### config.mk
export PLATFORM = sky130hd
export DESIGN_NAME = pe_sub64_pipe_flat
export DESIGN_NICKNAME = d
export VERILOG_FILES = /design/src/rtl/pe_pkg.sv /design/src/rtl/pe_sub64_pipe_if.sv /design/src/rtl/pe_sub_slice.sv /design/src/rtl/pe_sub64_pipe.sv /design/src/flat_wrapper.sv
export SDC_FILE = /design/constraint.sdc
export NUM_CORES = 1
export LEC_CHECK = 0
export BUFFER_PORTS_ARGS = -buffer_cell sky130_fd_sc_hd__buf_2
export CAP_MARGIN = 40
export CORE_MARGIN = 4
export CORE_UTILIZATION = 41
export DETAILED_ROUTE_END_ITERATION = 16
export PLACE_DENSITY = 0.69
export SYNTH_ARGS = -nofsm -noshare
export SYNTH_HDL_FRONTEND = slang
export SYNTH_HIERARCHICAL = 1
export SYNTH_SLANG_ARGS = --single-unit
export TNS_END_PERCENT = 5
### constraint.sdc
create_clock -name clk -period 8.71 [get_ports clk]
set_input_delay 0.4355 -clock clk [delete_from_list [all_inputs] [get_ports clk]]
set_output_delay 0.4355 -clock clk [all_outputs]
set_load 0.1 [all_outputs]
### src/rtl/pe_pkg.sv
// Shared constants for the PE subtractor pipeline.
//   PE_WIDTH     operand/result width
//   PE_SLICE     bits resolved per pipeline stage
//   slice_count  number of slice stages for a given width/slice pair
package pe_pkg;

    localparam int PE_WIDTH = 64;
    localparam int PE_SLICE = 16;

    function automatic int slice_count(input int width, input int slice);
        return width / slice;
    endfunction

endpackage

### src/rtl/pe_sub64_pipe_if.sv
// Handshake bundle for the pipelined subtractor.
//   in_valid/in_ready    operand-side handshake, operands in_a, in_b, in_bin
//   out_valid/out_ready  result-side handshake, result out_diff and flags
//   master modport: producer/consumer side (testbench or upstream logic)
//   slave modport:  the subtractor itself
interface pe_sub64_pipe_if
    import pe_pkg::*;
#(
    parameter int WIDTH = PE_WIDTH
);
    logic             in_valid;
    logic             in_ready;
    logic [WIDTH-1:0] in_a;
    logic [WIDTH-1:0] in_b;
    logic             in_bin;
    logic             out_valid;
    logic             out_ready;
    logic [WIDTH-1:0] out_diff;
    logic             out_bout;
    logic             out_ovf;
    logic             out_zero;

    modport master (
        output in_valid, in_a, in_b, in_bin, out_ready,
        input  in_ready, out_valid, out_diff, out_bout, out_ovf, out_zero
    );

    modport slave (
        input  in_valid, in_a, in_b, in_bin, out_ready,
        output in_ready, out_valid, out_diff, out_bout, out_ovf, out_zero
    );
endinterface

### src/rtl/pe_sub_slice.sv
// Combinational SLICE-bit subtract with borrow: diff = a - b - bin.
//   a_i, b_i  operand slices
//   bin_i     borrow in from the slice below
//   diff_o    result slice
//   bout_o    borrow out to the slice above
module pe_sub_slice
    import pe_pkg::*;
#(
    parameter int SLICE = PE_SLICE
) (
    input  logic [SLICE-1:0] a_i,
    input  logic [SLICE-1:0] b_i,
    input  logic             bin_i,
    output logic [SLICE-1:0] diff_o,
    output logic             bout_o
);
    logic [SLICE:0] sum;

    // Subtraction as a + ~b + ~bin; a borrow is the absence of a carry.
    assign sum    = {1'b0, a_i} + {1'b0, ~b_i} + {{SLICE{1'b0}}, ~bin_i};
    assign diff_o = sum[SLICE-1:0];
    assign bout_o = ~sum[SLICE];
endmodule

### src/rtl/pe_sub64_pipe.sv
// Pipelined WIDTH-bit subtractor with borrow, one SLICE resolved per stage.
//   clk  rising-edge clock
//   rst  synchronous active-high reset
//   bus  slave side of pe_sub64_pipe_if (operand and result handshakes)
// Register 0 captures the operands; slice k is computed from register k and
// lands in register k+1; the last slice plus the flags land in the output
// register, giving STAGES cycles from acceptance to out_valid.
module pe_sub64_pipe
    import pe_pkg::*;
#(
    parameter int WIDTH = PE_WIDTH,
    parameter int SLICE = PE_SLICE
) (
    input  logic                  clk,
    input  logic                  rst,
    pe_sub64_pipe_if.slave        bus
);
    localparam int STAGES = slice_count(WIDTH, SLICE);

    // Index STAGES is the output register.
    logic [STAGES:0] v_q;
    logic [STAGES:0] v_d;
    logic [STAGES:0] adv;
    logic [STAGES:0] ld;
    logic            in_rdy;

    logic [WIDTH-1:0] a_q   [STAGES];
    logic [WIDTH-1:0] b_q   [STAGES];
    logic [WIDTH-1:0] dif_q [STAGES];
    logic             bor_q [STAGES];

    logic [STAGES-1:0][SLICE-1:0] sdiff;
    logic [STAGES-1:0]            sbout;

    logic [WIDTH-1:0] fin_diff;
    logic             fin_ovf;

    logic [WIDTH-1:0] out_diff_q;
    logic             out_bout_q;
    logic             out_ovf_q;
    logic             out_zero_q;

    for (genvar k = 0; k < STAGES; k++) begin : g_slice
        pe_sub_slice #(.SLICE(SLICE)) u_slice (
            .a_i    (a_q[k][k*SLICE +: SLICE]),
            .b_i    (b_q[k][k*SLICE +: SLICE]),
            .bin_i  (bor_q[k]),
            .diff_o (sdiff[k]),
            .bout_o (sbout[k])
        );
    end

    // Advance chain resolved from the output backwards: a stage moves when
    // it holds data and the stage after it is empty or moving too.
    always_comb begin
        adv         = '0;
        ld          = '0;
        v_d         = '0;
        adv[STAGES] = v_q[STAGES] & bus.out_ready;
        for (int k = STAGES - 1; k >= 0; k--) begin
            adv[k] = v_q[k] & (~v_q[k+1] | adv[k+1]);
        end
        in_rdy = ~rst & (~v_q[0] | adv[0]);
        ld[0]  = bus.in_valid & in_rdy;
        for (int k = 1; k <= STAGES; k++) begin
            ld[k] = adv[k-1];
        end
        for (int k = 0; k <= STAGES; k++) begin
            v_d[k] = ld[k] | (v_q[k] & ~adv[k]);
        end
    end

    always_ff @(posedge clk) begin
        if (rst) begin
            v_q <= '0;
        end else begin
            v_q <= v_d;
        end
    end

    // Operand capture and slice stages: each carries the pending operands,
    // the diff slices done so far and the borrow for the next slice.
    always_ff @(posedge clk) begin
        if (ld[0]) begin
            a_q[0]   <= bus.in_a;
            b_q[0]   <= bus.in_b;
            dif_q[0] <= '0;
            bor_q[0] <= bus.in_bin;
        end
        for (int k = 1; k < STAGES; k++) begin
            if (ld[k]) begin
                a_q[k]                          <= a_q[k-1];
                b_q[k]                          <= b_q[k-1];
                dif_q[k]                        <= dif_q[k-1];
                dif_q[k][(k-1)*SLICE +: SLICE]  <= sdiff[k-1];
                bor_q[k]                        <= sbout[k-1];
            end
        end
    end

    always_comb begin
        fin_diff                               = dif_q[STAGES-1];
        fin_diff[(STAGES-1)*SLICE +: SLICE]    = sdiff[STAGES-1];
    end

    // Signed overflow only when the operand signs differ and the result sign
    // disagrees with the minuend.
    assign fin_ovf = (a_q[STAGES-1][WIDTH-1] ^ b_q[STAGES-1][WIDTH-1]) &
                     (fin_diff[WIDTH-1] ^ a_q[STAGES-1][WIDTH-1]);

    // Output stage
    always_ff @(posedge clk) begin
        if (rst) begin
            out_diff_q <= '0;
            out_bout_q <= 1'b0;
            out_ovf_q  <= 1'b0;
            out_zero_q <= 1'b0;
        end else if (ld[STAGES]) begin
            out_diff_q <= fin_diff;
            out_bout_q <= sbout[STAGES-1];
            out_ovf_q  <= fin_ovf;
            out_zero_q <= (fin_diff == '0);
        end
    end

    assign bus.in_ready  = in_rdy;
    assign bus.out_valid = v_q[STAGES];
    assign bus.out_diff  = out_diff_q;
    assign bus.out_bout  = out_bout_q;
    assign bus.out_ovf   = out_ovf_q;
    assign bus.out_zero  = out_zero_q;
endmodule

### src/flat_wrapper.sv
// flat-port wrapper written by rule: the top's interface ports become plain ports
module pe_sub64_pipe_flat import pe_pkg::*;
#(
    parameter int WIDTH = PE_WIDTH,
    parameter int SLICE = PE_SLICE
)
  (clk, rst, bus_in_valid, bus_in_a, bus_in_b, bus_in_bin, bus_out_ready, bus_in_ready, bus_out_valid, bus_out_diff, bus_out_bout, bus_out_ovf, bus_out_zero);
  pe_sub64_pipe_if #(.WIDTH(WIDTH)) bus_i ();
  input  logic clk;
  input  logic rst;
  input wire logic [$bits(bus_i.in_valid)-1:0] bus_in_valid;
  input wire logic [$bits(bus_i.in_a)-1:0] bus_in_a;
  input wire logic [$bits(bus_i.in_b)-1:0] bus_in_b;
  input wire logic [$bits(bus_i.in_bin)-1:0] bus_in_bin;
  input wire logic [$bits(bus_i.out_ready)-1:0] bus_out_ready;
  output wire logic [$bits(bus_i.in_ready)-1:0] bus_in_ready;
  output wire logic [$bits(bus_i.out_valid)-1:0] bus_out_valid;
  output wire logic [$bits(bus_i.out_diff)-1:0] bus_out_diff;
  output wire logic [$bits(bus_i.out_bout)-1:0] bus_out_bout;
  output wire logic [$bits(bus_i.out_ovf)-1:0] bus_out_ovf;
  output wire logic [$bits(bus_i.out_zero)-1:0] bus_out_zero;
  assign bus_i.in_valid = bus_in_valid;
  assign bus_i.in_a = bus_in_a;
  assign bus_i.in_b = bus_in_b;
  assign bus_i.in_bin = bus_in_bin;
  assign bus_i.out_ready = bus_out_ready;
  assign bus_in_ready = bus_i.in_ready;
  assign bus_out_valid = bus_i.out_valid;
  assign bus_out_diff = bus_i.out_diff;
  assign bus_out_bout = bus_i.out_bout;
  assign bus_out_ovf = bus_i.out_ovf;
  assign bus_out_zero = bus_i.out_zero;
  pe_sub64_pipe #(.WIDTH(WIDTH), .SLICE(SLICE)) u_core (.clk(clk), .rst(rst), .bus(bus_i));
endmodule
==> flow_summary.yaml <==
status:
  status: "finished clean"
finish:
  antenna_cells: 0
  syn_to_final_growth_pct: 23.1
  drive_gt1_frac: 0.207
  utilization: 0.510
  final_cell_mix: "420 x edfxtp_1, 201 x buf_2, 166 x nand2_1"
  final_common_cell: "edfxtp_1"
  fin_nets: 1771
timing:
  min_period_over_period: 0.416
  drv_slew: 0
  worstMarginPinSlew_ps: 850
  rsz0062_at_grt: "no"
  fmax_ghz: 0.276
  slew-limit-headroom: 0.432
  hold_violations: 0
  clock_skew_ps: 8.37
  setup_tns_ps: 0
  setup_violations: 0
  fin_crit_ps: 3630
drt:
  totalWireLength_mm: 37.7
  viasPerCell: 4.84
  vias: 10700
  wl_per_cell_um: 17.0
  antenna_left: 0
  initialDrtViolationCount: 608
  drc_errors: 0
  drt_first_pass_iters: 5
setup_path:
  path_buf_inv: 0
  startpoint_type: "register"
  critPathKind: "reg -> reg"
  crit_slowest_cell: "or4_4"
  critPathCaptureType: "register"
  crit_chain: "fa_1 > fa_1 > a21o_2 > a221oi_2 > nor2_1 > o41ai_1 > xnor2_1 > nor4_1 > nand2_1 > or4_4 > o21ai_2"
  path_max_fanout: 4
  slowest_delay_ps: 550
  cp.arrival_ps: 4130
  critical_path_required_ps: 9220
  critPathMostFrequentCell: "fa_1"
  critPathTopFamily: "simple AND/OR/NAND/NOR gates"
clocking:
  htree_num_levels: 2
  cts_buffer_depth: 3
  cts_resized: 0
  cts_buffers: 51
  clk_pin_slew_worst_paths_ps: 60
  clockRootBuffer: "clkbuf_16"
  cts_tree: "yes"
  cts_setup_buffers: 0
  insertion_delay_ps: 570
  clock_sinks: 492
die:
  dieArea_mm2: 0.0494
  row_count: 78
  core-area_mm2: 0.0454
  die-width_um: 222
  start_util: 0.415
  io_pins: 202
  die_y_um: 222
pwr:
  irDropWorstVdd_mv: 0.206
  p_sw_frac: 0.201
  p_comb_frac: 0.049
  leakage_nw: 8.72
  pwr-share-clk: 0.439
  p_switching_mw: 1.04
  p_per_area_mw_per_mm2: 223
  p_int_mw: 4.13
  seq_power_share: 0.513
yosys:
  synth_cell_types: 64
  ys_seq_area_frac: 0.747
  syn_nets: 1456
  synth_ff_type: "edfxtp_1"
  synth_area_mm2: 0.0188
  ys_warn_count: 6
  ys_ff_latch: 492
  synth_enable_flop_cells: 420
  synth_top_cell_by_area: "edfxtp_1"
  synth.avg_cell_area_um2: 15.0
  synth_area_leaders: "edfxtp_1 67%, dfxtp_1 7.7%, ha_1 4.0%, nand2_1 3.3%, a21oi_1 2.8%"
  synth_async_sr_flop_share: 0
  synth_top_cell_area_share: 0.670
  syn_inst: 1255
global_routing:
  grt_pass1_vias: 10700
  grt_overflow_total: 0
  grt-busiest-layer: "met2"
  grtUsageMet2: 0.259
  antenna_found_initial: 0
  grt_usage: 0.150
  use_met3: 0.0307
  grt_pass1_wl_mm: 58.3
  use_met1: 0.187
  grt_max_degree: 70
run:
  drv_cap: 0
worst_hold_path:
  min_path_type: "in -> reg"
place:
  portBuffers: 201
  hpwl_mm: 24.9
  place.gp.congestion: 0.844
[cell usage after synthesis, types with 3 or more instances]
cell type	n
edfxtp_1	420
nand2_1	166
a21oi_1	105
inv_1	78
dfxtp_1	72
ha_1	60
nor2_1	55
a21o_1	24
xnor2_1	24
xor2_1	20
nand3_1	18
clkbuf_1	17
buf_2	12
nor3_1	12
nor2b_1	11
nor4_1	11
o21ai_0	10
fa_1	8
a211oi_1	7
a311oi_1	6
a31oi_1	6
and2_1	6
nand4_1	6
nor4_2	6
o21a_1	6
and3_1	5
a21oi_2	4
a221oi_2	4
o211ai_1	4
o31a_1	4
o31ai_1	4
or3_1	4
nand3b_1	3
[metrics by stage]
| stage | cells | setup WS [ps] | instance area, um2 | power, mW | hold WS [ps] |
|---|---|---|---|---|---|
| floorplan | 1255 | 1890 | 18800 | 2.85 | 400 |
| global placement | 2034 | 5180 | 20500 | 2.92 | 401 |
| detailed placement | 2034 | 5110 | 20500 | 2.93 | 405 |
| CTS | 2211 | 5090 | 23100 | 5.24 | 0.0487 |
| global route | 2212 | 4790 | 23200 | 5.37 | 6.75 |
| finish | 2212 | 5080 | 23200 | 5.17 | 43.4 |
[power groups by stage]
| stage | combinational (mW) | sequential (mW) | clock, mW |
|---|---|---|---|
| 6_report | 0.253 | 2.65 | 2.27 |
| 5_1_grt | 0.277 | 2.66 | 2.43 |
| 4_1_cts | 0.253 | 2.65 | 2.33 |
| 3_5_place_dp | 0.224 | 2.70 | 0 |
| 2_1_floorplan | 0.124 | 2.73 | 0 |
| 3_3_place_gp | 0.220 | 2.70 | 0 |
[path summary, 6_finish.rpt]
path | endpoint | from | slack (ps) | cells past startpoint
max | u_core/bus.out_zero$_SDFFE_PP0P_ | u_core/a_q[3][48]$_DFFE_PP_ | 5080 | 11
min reg2reg | u_core/dif_q[3][21]$_DFFE_PP_ | u_core/dif_q[2][21]$_DFFE_PP_ | 410 | 0
min | u_core/a_q[0][22]$_DFFE_PP_ | bus_in_a[22] | 40 | 1
max reg2reg | u_core/bus.out_zero$_SDFFE_PP0P_ | u_core/a_q[3][48]$_DFFE_PP_ | 5080 | 11
[repair_timing]
item                                    in CTS  in global routing
hold buffers                                82                  0
endpoints found under the hold margin       82                  0
endpoints found under the setup margin       0                  0
[metal layers]
metal | wire length [um] | share of wire | vias to the layer above
met1 | 15700 | 0.42 | 5094
met4 | 1060 | 0.028 | 0
li1 | - | - | 5278
met2 | 18800 | 0.50 | 274
met3 | 2080 | 0.055 | 66
met5 | 0 | 0 | -
[worst register-to-register path, cell delays in order (launching register included)]
cell and delay, ps:
edfxtp_1 390, fa_1 480, fa_1 420, a21o_2 230, a221oi_2 390, nor2_1 100, o41ai_1 320, xnor2_1 140
nor4_1 300, nand2_1 130, or4_4 550, o21ai_2 110
[state kept, by name, summed over array words and instances (netlist names)]
register,count
u_core/bor_q,4
u_core/dif_q,96
u_core/bus.out_diff,64
u_core/bus.out_bout,1
u_core/b_q,160
u_core/bus.out_ovf,1
u_core/a_q,160
u_core/v_q,5
u_core/bus.out_zero,1
[layout make-up]
| type | instances | area (um2) |
|---|---|---|
| Timing Repair Buffer | 294 | 1930 |
| Fill cell | 3740 | 22200 |
| Multi-Input combinational cell | 653 | 4350 |
| Inverter | 78 | 293 |
| Clock inverter | 28 | 345 |
| Tap cell | 600 | 751 |
| Clock buffer | 67 | 1440 |
| Sequential cell | 492 | 14100 |
[cell families after synthesis]
kind of cell    share of synthesized area
buf+inv                            0.0235
simple gates                       0.0795
mux                               0.00106
fa+ha+maj                          0.0484
xor+xnor                           0.0205
flops                               0.747
compound gates                     0.0799
No activity file was read; power rests on OpenSTA's default activity.
